**config.mk**
```make
export PLATFORM = sky130hd
export DESIGN_NAME = button_click_counter_flat
export DESIGN_NICKNAME = d
export VERILOG_FILES = /design/src/rtl/button_click_counter_if.sv /design/src/rtl/button_click_counter.sv /design/src/flat_wrapper.sv
export SDC_FILE = /design/constraint.sdc
export NUM_CORES = 1
export LEC_CHECK = 0
export ABC_AREA = 1
export CORE_AREA = 2 2 39 41
export CTS_BUF_LIST = sky130_fd_sc_hd__clkbuf_4 sky130_fd_sc_hd__clkbuf_8
export DETAILED_ROUTE_END_ITERATION = 16
export DIE_AREA = 0 0 41 43
export PLACE_DENSITY = 0.63
export SYNTH_ARGS = -nofsm -noshare
export SYNTH_HDL_FRONTEND = slang
export SYNTH_SLANG_ARGS = --single-unit
```
**constraint.sdc**
```tcl
create_clock -name clock -period 1.9 [get_ports clock]
set_clock_uncertainty 0.1 [all_clocks]
set_input_delay 0.19 -clock clock [delete_from_list [all_inputs] [get_ports clock]]
set_output_delay 0.19 -clock clock [all_outputs]
set_load 0.02 [all_outputs]
```
**src/rtl/button_click_counter_if.sv**
```systemverilog
// Press-detector acknowledge and click-event handshake signals for button_click_counter.
// master: the click counter. slave: the press detector plus the event consumer.
interface button_click_counter_if #(
    parameter int unsigned CNT_W = 2
) ();
    logic             wasPressed;
    logic             ackPress;
    logic             eventValid;
    logic [CNT_W-1:0] eventCount;
    logic             eventReady;

    modport master (
        input  wasPressed,
        input  eventReady,
        output ackPress,
        output eventValid,
        output eventCount
    );

    modport slave (
        output wasPressed,
        output eventReady,
        input  ackPress,
        input  eventValid,
        input  eventCount
    );
endinterface

```
**src/rtl/button_click_counter.sv**
```systemverilog
// Groups acknowledged button presses that fall inside a gap window into one click event
// and hands the click count to the consumer over a valid/ready handshake.
module button_click_counter #(
    parameter int unsigned GAP_CYCLES = 8,
    parameter int unsigned MAX_CLICKS = 3,
    parameter int unsigned CNT_W      = 2,
    parameter int unsigned TMR_W      = 3
) (
    input  logic                         clock,
    input  logic                         reset,
    button_click_counter_if.master       bus
);

    localparam logic [1:0] IDLE = 2'd0;
    localparam logic [1:0] ACK  = 2'd1;
    localparam logic [1:0] GAP  = 2'd2;
    localparam logic [1:0] EMIT = 2'd3;

    localparam logic [CNT_W-1:0] CNT_MAX  = CNT_W'(MAX_CLICKS);
    localparam logic [TMR_W-1:0] TMR_LAST = TMR_W'(GAP_CYCLES - 1);

    logic [1:0]       state;
    logic [1:0]       state_next;
    logic [CNT_W-1:0] count;
    logic [CNT_W-1:0] count_next;
    logic [TMR_W-1:0] timer;
    logic [TMR_W-1:0] timer_next;

    logic             ack_q;
    logic             valid_q;
    logic [CNT_W-1:0] event_count_q;

    // State, counters and Moore outputs; outputs are loaded from the next state so
    // they track the state register exactly while still coming straight from flops.
    always_ff @(posedge clock or negedge reset) begin
        if (!reset) begin
            state         <= IDLE;
            count         <= CNT_W'(0);
            timer         <= TMR_W'(0);
            ack_q         <= 1'b0;
            valid_q       <= 1'b0;
            event_count_q <= CNT_W'(0);
        end else begin
            state         <= state_next;
            count         <= count_next;
            timer         <= timer_next;
            ack_q         <= (state_next == ACK);
            valid_q       <= (state_next == EMIT);
            event_count_q <= (state_next == EMIT) ? count_next : CNT_W'(0);
        end
    end

    // Next-state logic; in GAP a press outranks a coinciding timeout.
    always_comb begin
        state_next = state;
        count_next = count;
        timer_next = timer;
        case (state)
            IDLE: begin
                if (bus.wasPressed) begin
                    state_next = ACK;
                    count_next = CNT_W'(1);
                end
            end
            ACK: begin
                if (count == CNT_MAX) begin
                    state_next = EMIT;
                end else begin
                    state_next = GAP;
                    timer_next = TMR_W'(0);
                end
            end
            GAP: begin
                if (bus.wasPressed) begin
                    state_next = ACK;
                    count_next = count + CNT_W'(1);
                    timer_next = TMR_W'(0);
                end else if (timer == TMR_LAST) begin
                    state_next = EMIT;
                end else begin
                    timer_next = timer + TMR_W'(1);
                end
            end
            EMIT: begin
                // A press held during EMIT is left for IDLE to take next cycle.
                if (bus.eventReady) begin
                    state_next = IDLE;
                    count_next = CNT_W'(0);
                end
            end
            default: begin
                state_next = IDLE;
                count_next = CNT_W'(0);
                timer_next = TMR_W'(0);
            end
        endcase
    end

    assign bus.ackPress   = ack_q;
    assign bus.eventValid = valid_q;
    assign bus.eventCount = event_count_q;

endmodule

```
**src/flat_wrapper.sv**
```systemverilog
// flat-port wrapper written by rule: the top's interface ports become plain ports
module button_click_counter_flat 
#(
    parameter int unsigned GAP_CYCLES = 8,
    parameter int unsigned MAX_CLICKS = 3,
    parameter int unsigned CNT_W      = 2,
    parameter int unsigned TMR_W      = 3
)
  (clock, reset, bus_wasPressed, bus_eventReady, bus_ackPress, bus_eventValid, bus_eventCount);
  button_click_counter_if #(.CNT_W(CNT_W)) bus_i ();
  input  logic clock;
  input  logic reset;
  input wire logic [$bits(bus_i.wasPressed)-1:0] bus_wasPressed;
  input wire logic [$bits(bus_i.eventReady)-1:0] bus_eventReady;
  output wire logic [$bits(bus_i.ackPress)-1:0] bus_ackPress;
  output wire logic [$bits(bus_i.eventValid)-1:0] bus_eventValid;
  output wire logic [$bits(bus_i.eventCount)-1:0] bus_eventCount;
  assign bus_i.wasPressed = bus_wasPressed;
  assign bus_i.eventReady = bus_eventReady;
  assign bus_ackPress = bus_i.ackPress;
  assign bus_eventValid = bus_i.eventValid;
  assign bus_eventCount = bus_i.eventCount;
  button_click_counter #(.GAP_CYCLES(GAP_CYCLES), .MAX_CLICKS(MAX_CLICKS), .CNT_W(CNT_W), .TMR_W(TMR_W)) u_core (.clock(clock), .reset(reset), .bus(bus_i));
endmodule
```
==> results.ini, run 1 <==
[place]
gp_congestion=0.6890
dp_slack_ns=0.2989
dpl_cell_area_um2=661.9
portBuffers=7
dp_hpwl_um=747.5
dp.cells=92

[global_route]
grt_overflow=0
grt_pass1_wl_mm=1.759
antenna_found_initial=0
grt_pass1_vias=455
grt_max_degree=12
gr-usage-all-layers=0.1467

[sta]
fin_ws_ns=0.4083
period_share=0.7851
post-route-min-period_ns=1.492
finalHoldViolations=0
tightest_slew_ns=0.4860
fmax_ghz=0.6704
holdWs_ns=0.1608
finalSetupViolCount=0
relSlewSlack=0.6750
final.setup.tns_ns=0
final_max_slew_viol_count=0
rsz0062_at_grt=false

[synth]
syn_area_per_cell_um2=8.298
synthesis.nets=76
ys.warnings.count=0
yosysTopAreaCell=dfrtp_1
yosysMostFrequentCell=nand2_1
synth_cell_types=15
netlist_top_cells_area=dfrtp_1 49%, nand2_1 11%, ha_1 8.9%
synthTopCellsByCount=17 x nand2_1, 11 x dfrtp_1, 11 x nor2_1, 9 x inv_1
syn_inst=68
synth_seq_cells=11
yosysSeqAreaShare=0.4878
async_reset_ff_frac=1.000
synth_top_area_frac=0.4878
synthFlopType=dfrtp_1
syn_area_um2=564.3
synth-edff-count=0

[routing]
dr.pass1.iters=1
viasPerCell=4.469
antenna_left=0
num_vias=429
drt_iter0_markers=0
route.final.wire_length_um=937
wire_per_inst_um=9.760
drc=0

[critical_path]
cp_num_buf_inv=0
max_stage_delay_ns=0.39
r2r-start=u_core.timer[0]$_DFFE_PN0P_
crit_type=reg2reg
crit_chain=ha_1 > ha_1 > nor2_1 > nor2_1 > nor2_1 > nand2_1 > nand2_2 > nor2_1
worstPathArrival_ns=1.54
cpMostUsedCell=nor2_1
crit_required_ns=1.95
crit_family=simple AND/OR/NAND/NOR gates
critPathLaunch=u_core.timer[0]$_DFFE_PN0P_
crit_path_start_kind=register
critPathMaxFanout=3
endpoint_kind=register
crit_slowest_cell=dfrtp_1

[clocking]
post-cts-setup-buffer-count=0
cts_root_buffer=clkbuf_4
clock-sinks=11
cts_resized=0
cts_max_level=1
clk_latency_ns=0.26
cts_buffer_depth=2
hold_buffers=0
clkTransAtPathRegs_ns=0.06
cts_tree=yes
cts_inserted_buffers=3

[floorplan]
die_width_um=41
die_y_um=43
initial_core_util=0.4078
ios=8
core-area_mm2=0.001384
dieArea_mm2=0.001763
rows=14

[finish]
diodes=0
num-nets-final=89
area_growth_pct=22.62
final_util=0.5000
finalNonFillerCells=96
design_area_um2=691.9
drive_gt1_frac=0.1750

[pwr]
p_total_mw=1.075
max-vdd-ir-drop_uv=792.6
p_per_area_mw_per_mm2=1553
leakage_nw=0.3782

[hold_path]
hold_class=in2async

[run_status]
status=completed

[flow_run]
maxCapViolCount=0

==> final timing paths <==
kind	endpoint	slack, ns	cells past startpoint
max	u_core.bus.eventCount[1]$_DFF_PN0_	0.41	8
min in group clock	u_core.timer[2]$_DFFE_PN0P_	0.38	2
min reg2reg	u_core.timer[2]$_DFFE_PN0P_	0.38	2
max reg2reg	u_core.bus.eventCount[1]$_DFF_PN0_	0.41	8
max in group asynchronous	u_core.timer[1]$_DFFE_PN0P_	1.21	1
min	u_core.count[0]$_DFF_PN0_	0.16	1
==> routing by layer <==
layer	wire, µm	GRT usage
met5	0	0
met4	0	0.06000
met3	19	0.03141
met2	456	0.2094
met1	462	0.2103
==> area by class of cell <==
| class | instances | area, µm² |
|---|---|---|
| Clock buffer | 4 | 30.03 |
| Fill cell | 131 | 691.9 |
| Inverter | 12 | 45.04 |
| Multi-Input combinational cell | 45 | 244.0 |
| Sequential cell | 11 | 275.3 |
| Tap cell | 16 | 20.02 |
| Timing Repair Buffer | 8 | 77.57 |
==> worst register-to-register path, cell delays in order (launching register included) <==
cell and delay (ns):
dfrtp_1 0.39, ha_1 0.21, ha_1 0.21, nor2_1 0.13, nor2_1 0.05, nor2_1 0.08
nand2_1 0.08, nand2_2 0.09, nor2_1 0.05
==> where the power goes <==
part / internal (mW) / total, mW / switching [mW]
registers: 0.329 / 0.401 / 0.0722
logic: 0.204 / 0.510 / 0.306
clock network: 0.0953 / 0.163 / 0.0682
total: 0.628 / 1.07 / 0.447
==> sequential cells by signal (all words and copies together) (netlist names) <==
name	flops
u_core.timer	3
u_core.bus.eventCount	2
u_core.count	2
u_core.state	2
u_core.bus.ackPress	1
u_core.bus.eventValid	1
==> cell usage in the layout, fill, tap and decap left out, types with 2 or more instances in the layout <==
| cell type | count |
|---|---|
| dfrtp_1 | 11 |
| nand4_1 | 3 |
| inv_1 | 9 |
| clkinv_1 | 2 |
| clkdlybuf4s50_1 | 7 |
| nand2_2 | 4 |
| clkbuf_4 | 4 |
| nor2_1 | 11 |
| ha_1 | 4 |
| nand2_1 | 17 |
==> logic make-up (layout without fill, tap and decap cells) <==
family / Yosys count / after routing / share of synthesized area
AO/OA/AOI/OAI: 3 / 3 / 0.03991
adder cells (fa/ha/maj): 4 / 4 / 0.08870
buffers and inverters: 12 / 24 / 0.07982
flip-flops: 11 / 11 / 0.4878
AND/OR/NAND/NOR: 38 / 38 / 0.3038
(Power assumes the default switching activity.)
==> run 2, diff against run 1 <==
- clock period: 1.9 -> 1.5 ns (I/O delays scaled with it)
==> run 2 against run 1 <==
  * Non-clock buffer count rose by 2
  * Count of clock-buffer cells in the layout unchanged
  * Final area is 4.7% higher
  * Core utilization grew 2.4 points
  * Register-to-register slack got worse by 0.34 ns
  * Sequential share of layout area is 1.8 points lower
==> results.ini, run 2 (synthesis results as in run 1) <==
[sta]
rsz0062_at_grt=true
post-route-min-period_ns=1.448
finalHoldViolations=0  ; unchanged
tightest_slew_ns=0.4746  ; -0.01140 ns
period_share=0.9656
final_max_slew_viol_count=0  ; unchanged
relSlewSlack=0.6826  ; +0.007623
fin_ws_ns=0.05154  ; -0.3567 ns
finalSetupViolCount=0  ; unchanged
fmax_ghz=0.6904
final.setup.tns_ns=0  ; unchanged

[global_route]
grt_max_degree=12  ; unchanged
grt_pass1_vias=472  ; +3.7%
antenna_found_initial=0  ; unchanged
gr-usage-all-layers=0.1590  ; +0.01231
grt_overflow=0  ; unchanged
grt_pass1_wl_mm=1.911  ; +8.6%

[pwr]
max-vdd-ir-drop_uv=895.3  ; +13%
leakage_nw=0.3825  ; +1.1%
p_total_mw=1.387  ; +29%
p_per_area_mw_per_mm2=1915  ; +23%

[clocking]
clkTransAtPathRegs_ns=0.07  ; about the same
cts_max_level=1  ; unchanged
cts_root_buffer=clkbuf_4
cts_inserted_buffers=3  ; unchanged
clk_latency_ns=0.26  ; about the same
cts_buffer_depth=2  ; unchanged
cts_tree=yes
clock-sinks=11  ; unchanged

[place]
dp_hpwl_um=800  ; +7.0%
dp_slack_ns=-0.08353  ; -0.3825 ns
gp_congestion=0.6722  ; -2.4%
portBuffers=7  ; unchanged

[floorplan]
initial_core_util=0.4078  ; unchanged
die_width_um=41  ; unchanged
dieArea_mm2=0.001763  ; unchanged
core-area_mm2=0.001384  ; unchanged
die_y_um=43  ; unchanged
rows=14  ; unchanged
ios=8  ; unchanged

[routing]
num_vias=450  ; +4.9%
dr.pass1.iters=2  ; +1
route.final.wire_length_mm=1.093  ; +17%
drt_iter0_markers=8  ; +8
viasPerCell=4.592  ; +2.8%
antenna_left=0  ; unchanged
drc=0  ; unchanged
wire_per_inst_um=11.15  ; +14%

[critical_path]
cp_num_buf_inv=1  ; +1
endpoint_kind=primary output
crit_family=buffers and inverters
critPathMaxFanout=1  ; -2
crit_chain=clkdlybuf4s50_1
crit_slowest_cell=clkdlybuf4s50_1
crit_required_ns=1.25  ; -0.70 ns
crit_path_start_kind=register
crit_type=reg2out
worstPathArrival_ns=1.20  ; -0.34 ns
max_stage_delay_ns=0.60  ; +0.21 ns

[finish]
diodes=0  ; unchanged
final_cell_mix=17 x nand2_1, 11 x dfrtp_1, 10 x nor2_1, 9 x inv_1, 7 x clkdlybuf4s50_1
largest-register=u_core.timer
drive_gt1_frac=0.2317  ; +0.05671
area_growth_pct=28.38
largest_reg_flops=3  ; unchanged
final_common_cell=nand2_1
num-nets-final=91  ; +2.2%
fill_cells=136  ; +3.8%

[hold_path]
hold_class=in2async

[run_status]
status=completed

[flow_run]
maxCapViolCount=0  ; unchanged

[run 2: final cells by class]
cell class              count  area, µm²  area share
multi-input cells          45      261.5      0.3610
flip-flops and latches     11      275.3      0.3800
clock buffers               4      30.03     0.04145
well taps                  16      20.02     0.02763
inverters                  12      45.04     0.06218
repair buffers             10      92.59      0.1278
[run 2: per-layer routing]
| metal | track usage | share of wire | wire (µm) |
|---|---|---|---|
| met5 | 0 | 0 | 0 |
| met1 | 0.2207 | 0.48 | 522 |
| met4 | 0.08000 | 0.011 | 12 |
| met2 | 0.2375 | 0.49 | 541 |
| met3 | 0.01571 | 0.016 | 17 |
[run 2: metrics by stage]
step | hold slack [ns] | cell area (µm²) | util | std cells
finish | 0.1129 | 724.4 | 0.5235 | 98
global route | 0.1553 | 724.4 | 0.5235 | 98
CTS | 0.1242 | 706.9 | 0.5109 | 98
detailed placement | 0.3719 | 676.9 | 0.4892 | 94
global placement | 0.3687 | 676.9 | 0.4892 | 94
floorplan | -0.2456 | 564.3 | - | 68
[run 2: worst paths after layout]
kind	from	endpoint	slack, ns	depth (start not counted)
worst max register to register	u_core.timer[0]$_DFFE_PN0P_	u_core.bus.eventCount[1]$_DFF_PN0_	0.07	8
worst min-delay path	reset	u_core.bus.eventCount[0]$_DFF_PN0_	0.11	1
max in group asynchronous	reset	u_core.bus.eventValid$_DFF_PN0_	0.87	1
worst min register to register	u_core.timer[1]$_DFFE_PN0P_	u_core.timer[1]$_DFFE_PN0P_	0.40	2
min in group clock	u_core.timer[1]$_DFFE_PN0P_	u_core.timer[1]$_DFFE_PN0P_	0.40	2
worst max-delay path	u_core.bus.eventValid$_DFF_PN0_	bus_eventValid	0.05	1
[run 2: repair_timing]
action / in CTS / in global routing
gates resized for setup: 0 / 4
buffers inserted: 0 / 0
hold buffers: 0 / 0
setup endpoints to repair: 0 / 6
[run 2: power breakdown]
group | switching (mW) | internal [mW] | total (mW)
clock network | 0.0923 | 0.121 | 0.213
registers | 0.0972 | 0.417 | 0.514
logic | 0.396 | 0.264 | 0.660
==> run 3, diff against run 2 <==
- PLACE_DENSITY: 0.63 -> 0.72
==> run 3 against run 2 <==
  * Global-route usage fell by 1.5 points
  * Combinational power barely moved
  * First-iteration DRC count fell by 38%
  * Highest routed layer unchanged
==> results.ini, run 3 (synthesis results as in run 1) <==
[pwr]
p_total_mw=1.381  ; -0.44%
leakage_nw=0.3992  ; +4.3%
p_per_area_mw_per_mm2=1893  ; -1.1%
max-vdd-ir-drop_uv=743.1  ; -17%

[routing]
antenna_left=0  ; unchanged
drt_iter0_markers=5  ; -3
dr.pass1.iters=4  ; +2
viasPerCell=4.541  ; -1.1%
num_vias=445  ; -1.1%
drc=0  ; unchanged
route.final.wire_length_mm=1.019  ; -6.8%
wire_per_inst_um=10.40  ; -6.8%

[finish]
final_cell_mix=16 x nand2_1, 11 x dfrtp_1, 10 x nor2_1, 9 x inv_1, 6 x clkdlybuf4s50_1
largest_reg_flops=3  ; unchanged
drive_gt1_frac=0.2439  ; +0.01220
final_common_cell=nand2_1
largest-register=u_core.timer
diodes=0  ; unchanged
area_growth_pct=29.27
fill_cells=120  ; -12%
finalNonFillerCells=98  ; unchanged
num-nets-final=91  ; unchanged

[sta]
finalHoldViolations=0  ; unchanged
fmax_ghz=0.6993  ; +1.3%
finalSetupViolCount=0  ; unchanged
final_max_slew_viol_count=0  ; unchanged
post-route-min-period_ns=1.430  ; -0.01854 ns
tightest_slew_ns=0.4885  ; +0.01388 ns
period_share=0.9533  ; -0.01236
rsz0062_at_grt=true
relSlewSlack=0.6733  ; -0.009284

[clocking]
cts_tree=yes
cts_root_buffer=clkbuf_4
hold_buffers=0  ; unchanged
clkTransAtPathRegs_ns=0.07  ; about the same
cts_inserted_buffers=3  ; unchanged
cts_buffer_depth=2  ; unchanged
clock-sinks=11  ; unchanged
post-cts-setup-buffer-count=0  ; unchanged
clk_latency_ns=0.26  ; about the same
cts_max_level=1  ; unchanged

[floorplan]
rows=14  ; unchanged
ios=8  ; unchanged
initial_core_util=0.4078  ; unchanged
dieArea_mm2=0.001763  ; unchanged
die_y_um=43  ; unchanged
die_width_um=41  ; unchanged
core-area_mm2=0.001384  ; unchanged

[hold_path]
hold_class=in2async

[critical_path]
endpoint_kind=register
crit_path_start_kind=register
rr_worst_depth=8  ; unchanged
crit_type=reg2reg
worstPathArrival_ns=1.48  ; +0.28 ns
critPathMaxFanout=3  ; +2
crit_required_ns=1.55  ; +0.30 ns

[global_route]
gr-usage-all-layers=0.1443  ; -0.01466
grt_overflow=0  ; unchanged
grt_pass1_vias=418  ; -11%
antenna_found_initial=0  ; unchanged
grt_max_degree=12  ; unchanged
grt_pass1_wl_mm=1.614  ; -16%

[flow_run]
maxCapViolCount=0  ; unchanged

[run_status]
status=completed

[place]
dp_hpwl_um=821.9  ; +2.7%
portBuffers=7  ; unchanged
dp.cells=94  ; unchanged
gp_congestion=0.7257  ; +8.0%

==> run 3: cell types whose count changed in the layout (fill, tap and decap cells not counted), sizes merged <==
cell / before / now
dlymetal6s2s: 0 / 1
clkdlybuf4s50: 7 / 6
==> run 3: path summary, 6_finish.rpt <==
kind / startpoint / endpoint / slack [ns]
worst max-delay path: u_core.timer[0]$_DFFE_PN0P_ / u_core.bus.eventCount[0]$_DFF_PN0_ / 0.07
worst min register to register: u_core.timer[1]$_DFFE_PN0P_ / u_core.timer[1]$_DFFE_PN0P_ / 0.41
worst max register to register: u_core.timer[0]$_DFFE_PN0P_ / u_core.bus.eventCount[0]$_DFF_PN0_ / 0.07
worst min-delay path: reset / u_core.timer[2]$_DFFE_PN0P_ / 0.12
min in group clock: u_core.timer[1]$_DFFE_PN0P_ / u_core.timer[1]$_DFFE_PN0P_ / 0.41
max in group asynchronous: reset / u_core.count[0]$_DFF_PN0_ / 0.85
==> run 3: stage by stage <==
step | hold slack (ns) | cell area [µm²] | setup WS, ns | TNS, ns | utilization
floorplan | -0.2456 | 564.3 | 0.1326 | 0 | -
global placement | 0.3668 | 676.9 | 0.003943 | 0 | 0.4892
detailed placement | 0.3775 | 676.9 | -0.01827 | -0.01896 | 0.4892
CTS | 0.1280 | 706.9 | 0.01724 | 0 | 0.5109
global route | 0.1423 | 729.5 | -0.01372 | -0.02567 | 0.5271
finish | 0.1185 | 729.5 | 0.07008 | 0 | 0.5271
==> run 3: area by class of cell <==
type	instances	area (µm²)	share of cell area
repair buffers	10	95.09	0.1304
inverters	12	45.04	0.06175
multi-input cells	45	264.0	0.3619
well taps	16	20.02	0.02744
flip-flops and latches	11	275.3	0.3774
clock buffers	4	30.03	0.04117
==> run 3: what timing repair did <==
item / 4_1_cts / 5_1_grt
endpoints found under the hold margin: 0 / 0
endpoints found under the setup margin: 0 / 6
gates resized for setup: 0 / 6
==> run 3: routing by layer <==
metal / vias up / wire [µm] / global-route usage
met5: - / 0 / 0
li1: 235 / - / -
met1: 204 / 517 / 0.1781
met2: 4 / 469 / 0.2125
met3: 2 / 18 / 0.03141
met4: 0 / 14 / 0.1000
==> run 3: power by group <==
part,internal (mW),leakage (nW),switching [mW]
Combinational,0.261,0.237,0.397
Clock,0.121,0.0184,0.0876
Sequential,0.417,0.143,0.0977
==> run 3: worst max-delay path: stages, from the launching register on <==
cell and delay (ns):
dfrtp_1 0.40, ha_2 0.19, ha_4 0.16, nor2_2 0.07, nor2_1 0.05, nor2_1 0.10, nand2_1 0.10, nand2_2 0.10
nor2_1 0.05
